**config.mk**
```make
export PLATFORM = sky130hd
export DESIGN_NAME = vec_int_ctrl_flat
export DESIGN_NICKNAME = d
export VERILOG_FILES = /design/src/rtl/vec_int_ctrl_if.sv /design/src/rtl/vec_int_ctrl.sv /design/src/flat_wrapper.sv
export SDC_FILE = /design/constraint.sdc
export NUM_CORES = 1
export LEC_CHECK = 0
export CAP_MARGIN = 40
export CORE_ASPECT_RATIO = 0.7
export CORE_UTILIZATION = 65
export CTS_CLUSTER_DIAMETER = 80
export DETAILED_ROUTE_END_ITERATION = 8
export DONT_BUFFER_PORTS = 1
export GPL_TIMING_DRIVEN = 0
export HOLD_SLACK_MARGIN = 0.15
export PLACE_DENSITY = 0.93
export SYNTH_ARGS = -nofsm -noshare
export SYNTH_HDL_FRONTEND = slang
export SYNTH_SLANG_ARGS = --single-unit
```
**constraint.sdc**
```tcl
create_clock -name clk -period 5.8 [get_ports clk]
set_clock_uncertainty 0.15 [all_clocks]
set_input_delay 1.74 -clock clk [delete_from_list [all_inputs] [get_ports clk]]
set_output_delay 1.74 -clock clk [all_outputs]
set_load 0.01 [all_outputs]
```
**src/rtl/vec_int_ctrl_if.sv**
```systemverilog
// Request/redirect bundle between the datapath (master) and the vectored interrupt controller (slave).
interface vec_int_ctrl_if #(
  parameter int unsigned NUM_SRC = 4,
  parameter int unsigned ADDR_W  = 32
);
  logic [NUM_SRC-1:0] irq;
  logic [NUM_SRC-1:0] irq_mask;
  logic [ADDR_W-1:0]  pc_next;
  logic               eret;
  logic               int_ack;
  logic [ADDR_W-1:0]  int_addr;
  logic [ADDR_W-1:0]  epc;
  logic               in_service;
  logic [3:0]         cur_id;
  logic [NUM_SRC-1:0] pending;

  modport master (
    output irq, irq_mask, pc_next, eret,
    input  int_ack, int_addr, epc, in_service, cur_id, pending
  );

  modport slave (
    input  irq, irq_mask, pc_next, eret,
    output int_ack, int_addr, epc, in_service, cur_id, pending
  );
endinterface

```
**src/rtl/vec_int_ctrl.sv**
```systemverilog
// Vectored interrupt controller: pending/mask/fixed-priority grant, PC redirect,
// EPC capture and non-nesting service state released by jepc.
module vec_int_ctrl #(
  parameter int unsigned        NUM_SRC    = 4,
  parameter int unsigned        ADDR_W     = 32,
  parameter logic [ADDR_W-1:0]  VEC_BASE   = ADDR_W'(32'h0000_01F0),
  parameter int unsigned        VEC_STRIDE = 4,
  parameter logic [NUM_SRC-1:0] EDGE_MASK  = '1
) (
  input  logic          clk,
  input  logic          reset_n,
  vec_int_ctrl_if.slave ctrl_if
);

  typedef enum logic {
    IDLE    = 1'b0,
    SERVICE = 1'b1
  } state_e;

  state_e             state_q, state_d;
  logic [NUM_SRC-1:0] irq_dly_q;
  logic [NUM_SRC-1:0] pending_q, pending_d;
  logic [ADDR_W-1:0]  epc_q, epc_d;
  logic [3:0]         cur_id_q, cur_id_d;

  logic [NUM_SRC-1:0] set_c, clr_c, active_c;
  logic [3:0]         gnt_id_c, addr_id_c;
  logic               ack_c;

  // Edge channels fire only on a 0->1 transition, level channels every cycle high.
  assign set_c     = ctrl_if.irq & (~irq_dly_q | ~EDGE_MASK);
  assign active_c  = pending_q & ctrl_if.irq_mask;
  assign ack_c     = (state_q == IDLE) && (|active_c);
  assign pending_d = set_c | (pending_q & ~clr_c);

  // Lowest active index wins.
  always_comb begin
    gnt_id_c = '0;
    for (int i = NUM_SRC - 1; i >= 0; i--) begin
      if (active_c[i]) gnt_id_c = 4'(i);
    end
  end

  always_comb begin
    state_d  = state_q;
    epc_d    = epc_q;
    cur_id_d = cur_id_q;
    clr_c    = '0;
    case (state_q)
      IDLE: begin
        if (ack_c) begin
          state_d  = SERVICE;
          epc_d    = ctrl_if.pc_next;
          cur_id_d = gnt_id_c;
          for (int i = 0; i < NUM_SRC; i++) begin
            clr_c[i] = (gnt_id_c == 4'(i));
          end
        end
      end
      SERVICE: begin
        if (ctrl_if.eret) state_d = IDLE;
      end
      default: state_d = IDLE;
    endcase
  end

  always_ff @(posedge clk or negedge reset_n) begin
    if (!reset_n) begin
      state_q   <= IDLE;
      irq_dly_q <= '0;
      pending_q <= '0;
      epc_q     <= '0;
      cur_id_q  <= '0;
    end else begin
      state_q   <= state_d;
      irq_dly_q <= ctrl_if.irq;
      pending_q <= pending_d;
      epc_q     <= epc_d;
      cur_id_q  <= cur_id_d;
    end
  end

  // Vector tracks the live grant while acking, otherwise the channel in service.
  assign addr_id_c = ack_c ? gnt_id_c : cur_id_q;

  assign ctrl_if.int_ack    = ack_c;
  assign ctrl_if.int_addr   = VEC_BASE + ADDR_W'(addr_id_c) * ADDR_W'(VEC_STRIDE);
  assign ctrl_if.epc        = epc_q;
  assign ctrl_if.in_service = (state_q == SERVICE);
  assign ctrl_if.cur_id     = cur_id_q;
  assign ctrl_if.pending    = pending_q;

endmodule

```
**src/flat_wrapper.sv**
```systemverilog
// flat-port wrapper written by rule: the top's interface ports become plain ports
module vec_int_ctrl_flat 
#(
  parameter int unsigned        NUM_SRC    = 4,
  parameter int unsigned        ADDR_W     = 32,
  parameter logic [ADDR_W-1:0]  VEC_BASE   = ADDR_W'(32'h0000_01F0),
  parameter int unsigned        VEC_STRIDE = 4,
  parameter logic [NUM_SRC-1:0] EDGE_MASK  = '1
)
  (clk, reset_n, ctrl_if_irq, ctrl_if_irq_mask, ctrl_if_pc_next, ctrl_if_eret, ctrl_if_int_ack, ctrl_if_int_addr, ctrl_if_epc, ctrl_if_in_service, ctrl_if_cur_id, ctrl_if_pending);
  vec_int_ctrl_if #(.NUM_SRC(NUM_SRC), .ADDR_W(ADDR_W)) ctrl_if_i ();
  input  logic clk;
  input  logic reset_n;
  input wire logic [$bits(ctrl_if_i.irq)-1:0] ctrl_if_irq;
  input wire logic [$bits(ctrl_if_i.irq_mask)-1:0] ctrl_if_irq_mask;
  input wire logic [$bits(ctrl_if_i.pc_next)-1:0] ctrl_if_pc_next;
  input wire logic [$bits(ctrl_if_i.eret)-1:0] ctrl_if_eret;
  output wire logic [$bits(ctrl_if_i.int_ack)-1:0] ctrl_if_int_ack;
  output wire logic [$bits(ctrl_if_i.int_addr)-1:0] ctrl_if_int_addr;
  output wire logic [$bits(ctrl_if_i.epc)-1:0] ctrl_if_epc;
  output wire logic [$bits(ctrl_if_i.in_service)-1:0] ctrl_if_in_service;
  output wire logic [$bits(ctrl_if_i.cur_id)-1:0] ctrl_if_cur_id;
  output wire logic [$bits(ctrl_if_i.pending)-1:0] ctrl_if_pending;
  assign ctrl_if_i.irq = ctrl_if_irq;
  assign ctrl_if_i.irq_mask = ctrl_if_irq_mask;
  assign ctrl_if_i.pc_next = ctrl_if_pc_next;
  assign ctrl_if_i.eret = ctrl_if_eret;
  assign ctrl_if_int_ack = ctrl_if_i.int_ack;
  assign ctrl_if_int_addr = ctrl_if_i.int_addr;
  assign ctrl_if_epc = ctrl_if_i.epc;
  assign ctrl_if_in_service = ctrl_if_i.in_service;
  assign ctrl_if_cur_id = ctrl_if_i.cur_id;
  assign ctrl_if_pending = ctrl_if_i.pending;
  vec_int_ctrl #(.NUM_SRC(NUM_SRC), .ADDR_W(ADDR_W), .VEC_BASE(VEC_BASE), .VEC_STRIDE(VEC_STRIDE), .EDGE_MASK(EDGE_MASK)) u_core (.clk(clk), .reset_n(reset_n), .ctrl_if(ctrl_if_i));
endmodule
```
==> flow_metrics.py, run 1 <==
metrics = {
    "outcome": {
        "status": "finished clean",
    },
    "clock_tree": {
        "cts.clk_slew.worst_paths_ns": 0.08,
        "cts_resized": 0,
        "clkLatencyLatePin_ns": 0.29,
        "cts_num_sinks": 45,
        "cts_tree": "done",
        "clockBufferDepth": 2,
        "postCtsHoldBufs": 0,
        "cts_max_level": 2,
        "post-cts-setup-buffer-count": 0,
        "cts_made_buffers": 5,
        "clock_tree.root_cell": "clkbuf_8",
    },
    "logic_synthesis": {
        "synth_area_per_cell_um2": 14.3,
        "syn-cell-area_um2": 2090,
        "async_flop_share_pct": 100,
        "synth_ff_type": "dfrtp_1",
        "ys_seq_area_share_pct": 54.0,
        "ys_seq_elements": 45,
        "synth_cell_type_count": 25,
        "syn_inst": 146,
        "synth_edf_count": 0,
        "synth_warnings": 0,
    },
    "sta": {
        "min_period_ns": 5.03,
        "finalWorstSetupSlack_ns": 0.770,
        "max_freq_mhz": 199,
        "whs_ns": 0.282,
        "hold_viol": 0,
        "rsz0062_at_grt": "no",
        "drv_slew": 0,
        "setup_viol": 0,
        "finalCritPeriodShare_pct": 86.7,
        "finalSetupTns_ns": 0,
    },
    "drt": {
        "drtPass1Iterations": 4,
        "wl_um": 4120,
        "ant_nets": 0,
        "viasPerCell": 5.38,
        "drt_iter0_markers": 49,
        "wl_per_cell_um": 19.3,
        "drc": 0,
        "vias": 1147,
    },
    "global_route": {
        "grt_start_max_net_pins": 46,
        "grtUsageTotal_pct": 25.1,
        "grt_pass1_vias": 1257,
        "antenna_found_initial": 0,
        "grt-ovfl-total": 0,
        "grt_pass1_wl_um": 6480,
    },
    "finish": {
        "synthToLayoutAreaGrowth_pct": 11.2,
        "drive_gt1_share_pct": 41.8,
        "antenna-diode-count": 0,
        "nets": 220,
        "num-fill-cells": 184,
        "seqCellArea_um2": 1130,
        "multiInputGateArea_um2": 766,
    },
    "placed_design": {
        "dpl.hpwl_um": 3110,
        "portBuffers": 0,
        "globalplace.congestion": 0.697,
        "dpl_worst_slack_ns": 0.777,
    },
    "hold_path": {
        "hold_path.class": "flip-flop to flip-flop",
    },
    "floorplan": {
        "start_util_pct": 71.4,
        "die_h_um": 49.4,
        "coreArea_um2": 2920,
        "die_w_um": 69.7,
        "io_pins": 117,
        "dieArea_um2": 3450,
        "placementRows": 16,
    },
    "worst_setup_path": {
        "cp-end-kind": "output port",
        "crit_type": "primary input to output port",
        "critPathRequiredTime_ns": 3.91,
        "ff2ff_setup_slack_ns": 3.94,
        "path_cells": "a22oi_2 > a21oi_4 > buf_6 > nand2b_1 > ha_1 > buf_4",
        "worstPathArrival_ns": 3.14,
        "crit_slowest_cell": "a21oi_4",
        "max_stage_delay_ns": 0.41,
        "start_kind": "primary input",
        "path_max_fanout": 10,
    },
    "power_and_ir_drop": {
        "power_density_nw_per_um2": 412,
        "power_leakage_nw": 1.17,
        "max-vdd-ir-drop_mv": 0.258,
    },
    "run": {
        "maxCapViolations": 0,
    },
}
-- where the power goes --
group | total [mW] | internal (mW) | leakage [nW] | switching (mW)
Sequential | 0.523 | 0.403 | 0.524 | 0.119
Clock | 0.207 | 0.108 | 0.0542 | 0.0996
Combinational | 0.226 | 0.147 | 0.588 | 0.0790
Total | 0.956 | 0.658 | 1.17 | 0.298
-- final timing paths --
path | startpoint | endpoint | cells past startpoint
setup / recovery | ctrl_if_irq_mask[3] | ctrl_if_int_addr[8] | 6
hold / removal | u_core.irq_dly_q[0] | u_core.ctrl_if.pending[0] | 1
setup reg to reg | u_core.ctrl_if.pending[2] | u_core.ctrl_if.epc[8] | 4
hold reg to reg | u_core.irq_dly_q[0] | u_core.ctrl_if.pending[0] | 1
max in group asynchronous | reset_n | u_core.ctrl_if.epc[12] | 0
min in group asynchronous | reset_n | u_core.ctrl_if.epc[20] | 0
-- through the flow --
step / power, mW / cells / utilization, % / cell area, um^2
after floorplan: 0.704 / 169 / - / 2170
final: 0.956 / 213 / 79.4 / 2320
after global routing: 0.996 / 213 / 79.4 / 2320
after CTS: 0.962 / 213 / 79.4 / 2320
after detailed placement: 0.752 / 205 / 75.9 / 2220
after global placement: 0.733 / 205 / 75.9 / 2220
-- layer usage --
layer  share of wire [%]  routed length [um]  vias up  GRT usage [%]
li1                    -                   -      504              -
met1                  35                1430      559           25.4
met2                  53                2190       77           46.0
met3                  11                 439        7           11.4
met4                 1.5                  60        0           8.67
met5                   0                   0        -              0
-- state kept, by name, summed over array words and instances, names as in the netlist --
register,count
u_core.ctrl_if.epc,32
u_core.ctrl_if.in_service,1
u_core.ctrl_if.cur_id,4
u_core.ctrl_if.pending,4
u_core.irq_dly_q,4
-- cell families after synthesis --
family                   Yosys count  share of synthesized area (%)
adder cells (fa/ha/maj)            1                          0.599
flip-flops                        45                           54.0
AND/OR/NAND/NOR                   12                           2.94
other                              1                          0.180
multiplexers                      32                           21.8
buffers and inverters             39                           13.5
AO/OA/AOI/OAI                     16                           7.07
-- critical path: cells and delay by family --
| family | cells | cell delay [ns] |
|---|---|---|
| AOI/OAI and AO/OA | 2 | 0.51 |
| buffers and inverters | 2 | 0.39 |
| adders and majority gates | 1 | 0.29 |
| and+or+nand+nor | 1 | 0.20 |
-- Yosys cell counts (2+ instances only) --
| cell type | count | area share (%) |
|---|---|---|
| dfrtp_1 | 45 | 54 |
| buf_4 | 28 | 10 |
| nand2b_1 | 2 | 0.60 |
| o21ai_0 | 2 | 0.48 |
| o22a_1 | 4 | 1.7 |
| mux2_4 | 25 | 18 |
| nor2b_1 | 2 | 0.60 |
| mux2_2 | 7 | 3.8 |
| a21oi_1 | 2 | 0.48 |
| a22o_1 | 3 | 1.3 |
| inv_1 | 7 | 1.3 |
| nand2_1 | 5 | 0.90 |
| buf_8 | 2 | 1.4 |
-- layout make-up --
cell class	count	area share, %
Sequential cell	45	48.5
Multi-Input combinational cell	85	33.0
Buffer	32	11.0
Clock buffer	7	4.15
Tap cell	36	1.94
Inverter	7	1.13
Clock inverter	1	0.216
-- cells in the final DEF (no fill, tap or decap), types with 2 or more instances in the layout --
cell type and instances:
conb_1 24, buf_8 2, clkbuf_8 7, mux2_2 7, dfrtp_1 45, nand2_1 5
buf_4 28, o21ai_0 2, o22a_1 4, inv_1 7, a22o_1 3, mux2_4 25
nor2b_1 2, nand2b_1 2, a21oi_1 2
Power figures use the tool's default switching activity.
==> run 2: changes to the inputs <==
CORE_UTILIZATION = 60   (was 65)
PLACE_DENSITY = 0.88   (was 0.93)
==> flow_metrics.py, run 2 (synthesis gave the netlist of run 1 again) <==
metrics = {
    "worst_setup_path": {
        "cp-end-kind": "output port",
        "worstPathArrival_ns": 3.16,
        "crit_type": "primary input to output port",
        "path_max_fanout": 10,
        "critPathRequiredTime_ns": 3.91,
        "start_kind": "primary input",
    },
    "global_route": {
        "grt_pass1_vias": 1186,
        "grt_start_max_net_pins": 46,
        "grt_pass1_wl_um": 5720,
        "grtUsageTotal_pct": 20.8,
        "grt-ovfl-total": 0,
        "antenna_found_initial": 0,
    },
    "clock_tree": {
        "clock_tree.root_cell": "clkbuf_8",
        "postCtsHoldBufs": 0,
        "cts_resized": 0,
        "cts.clk_slew.worst_paths_ns": 0.08,
        "cts_tree": "done",
        "cts_max_level": 2,
        "clkLatencyLatePin_ns": 0.28,
        "cts_num_sinks": 45,
        "post-cts-setup-buffer-count": 0,
        "clockBufferDepth": 2,
        "cts_made_buffers": 5,
    },
    "outcome": {
        "status": "finished clean",
    },
    "drt": {
        "wl_per_cell_um": 16.5,
        "ant_nets": 0,
        "vias": 1113,
        "drc": 0,
        "drt_iter0_markers": 41,
        "viasPerCell": 4.99,
        "wl_um": 3680,
        "drtPass1Iterations": 3,
    },
    "floorplan": {
        "placementRows": 17,
        "dieArea_um2": 3720,
        "die_w_um": 72.5,
        "start_util_pct": 64.6,
        "io_pins": 117,
        "die_h_um": 51.3,
        "coreArea_um2": 3230,
    },
    "finish": {
        "drive_gt1_share_pct": 40.9,
        "largest_reg_flops": 32,
        "seqCellArea_um2": 1130,
        "fin_util_pct": 71.7,
        "num-fill-cells": 223,
        "multiInputGateArea_um2": 766,
        "final_common_cell": "dfrtp_1",
        "final_cell_mix": "dfrtp_1, buf_4, mux2_4",
        "antenna-diode-count": 0,
        "synthToLayoutAreaGrowth_pct": 11.1,
        "nets": 220,
    },
    "sta": {
        "max_freq_mhz": 198,
        "setup_viol": 0,
        "min_period_ns": 5.05,
        "whs_ns": 0.302,
        "drv_slew": 0,
        "finalCritPeriodShare_pct": 87.1,
        "hold_viol": 0,
        "finalSetupTns_ns": 0,
        "rsz0062_at_grt": "no",
    },
    "power_and_ir_drop": {
        "max-vdd-ir-drop_mv": 0.258,
        "power_density_nw_per_um2": 400,
        "combinationalPowerShare_pct": 23.9,
        "power_leakage_nw": 1.16,
        "power.share.switching_pct": 30.5,
        "p_seq_share_pct": 55.8,
        "p_int_mw": 0.645,
        "power.share.clock_pct": 20.3,
        "switching_power_mw": 0.283,
    },
    "placed_design": {
        "dpl.hpwl_um": 2750,
        "portBuffers": 0,
        "globalplace.congestion": 0.682,
    },
    "hold_path": {
        "hold_path.class": "flip-flop to flip-flop",
    },
    "run": {
        "maxCapViolations": 0,
    },
}
[run 2: cell types whose count changed in the layout (fill, tap and decap cells not counted), sizes merged]
| cell | previous run | this run |
|---|---|---|
| clkinv | 1 | 0 |
[run 2: area by class of cell]
| type | instances | area share, % |
|---|---|---|
| Buffer | 32 | 11.0 |
| Clock buffer | 7 | 3.72 |
| Inverter | 7 | 1.13 |
| Multi-Input combinational cell | 85 | 33.0 |
| Sequential cell | 45 | 48.6 |
| Tap cell | 47 | 2.54 |
[run 2: worst max-delay path: stages]
cell and delay (ns):
a22oi_2 0.10, a21oi_4 0.43, buf_6 0.23, nand2b_1 0.20
ha_1 0.29, buf_4 0.16
[run 2: final timing paths]
path | from | slack [ns] | end | depth (start not counted)
setup / recovery | ctrl_if_irq_mask[3] | 0.75 | ctrl_if_int_addr[8] | 6
min in group asynchronous | reset_n | 0.99 | u_core.ctrl_if.pending[3] | 0
setup reg to reg | u_core.ctrl_if.pending[2] | 3.92 | u_core.ctrl_if.epc[8] | 4
hold reg to reg | u_core.irq_dly_q[0] | 0.30 | u_core.ctrl_if.pending[0] | 1
max in group asynchronous | reset_n | 4.42 | u_core.ctrl_if.pending[0] | 0
hold / removal | u_core.irq_dly_q[0] | 0.30 | u_core.ctrl_if.pending[0] | 1
[run 2: power by group through the flow]
stage | registers (mW) | clock network (mW) | logic, mW
5_1_grt | 0.530 | 0.208 | 0.242
6_report | 0.518 | 0.188 | 0.222
2_1_floorplan | 0.502 | 0 | 0.202
3_5_place_dp | 0.523 | 0 | 0.222
4_1_cts | 0.519 | 0.194 | 0.223
3_3_place_gp | 0.519 | 0 | 0.214
[run 2: stage by stage]
| step | worst slack [ns] | area (um^2) | std cells | power (mW) |
|---|---|---|---|---|
| 6_report | 0.748 | 2320 | 223 | 0.928 |
| 3_3_place_gp | 0.751 | 2230 | 216 | 0.733 |
| 5_1_grt | 0.645 | 2320 | 223 | 0.980 |
| 2_1_floorplan | 0.946 | 2170 | 169 | 0.704 |
| 3_5_place_dp | 0.704 | 2230 | 216 | 0.745 |
| 4_1_cts | 0.705 | 2320 | 223 | 0.936 |
[run 2: layer usage]
metal / up-vias / track usage [%] / wire length [um]
met1: 532 / 25.3 / 1420
met2: 74 / 33.3 / 1760
met5: - / 0 / 0
met4: 0 / 5.88 / 13
met3: 2 / 9.66 / 479
li1: 505 / - / -
==> run 3: changes to the inputs <==
ABC_AREA = 0   (was not set)
==> results of run 3 <==
The final DEF is identical to that of run 2; final timing and power are the same.
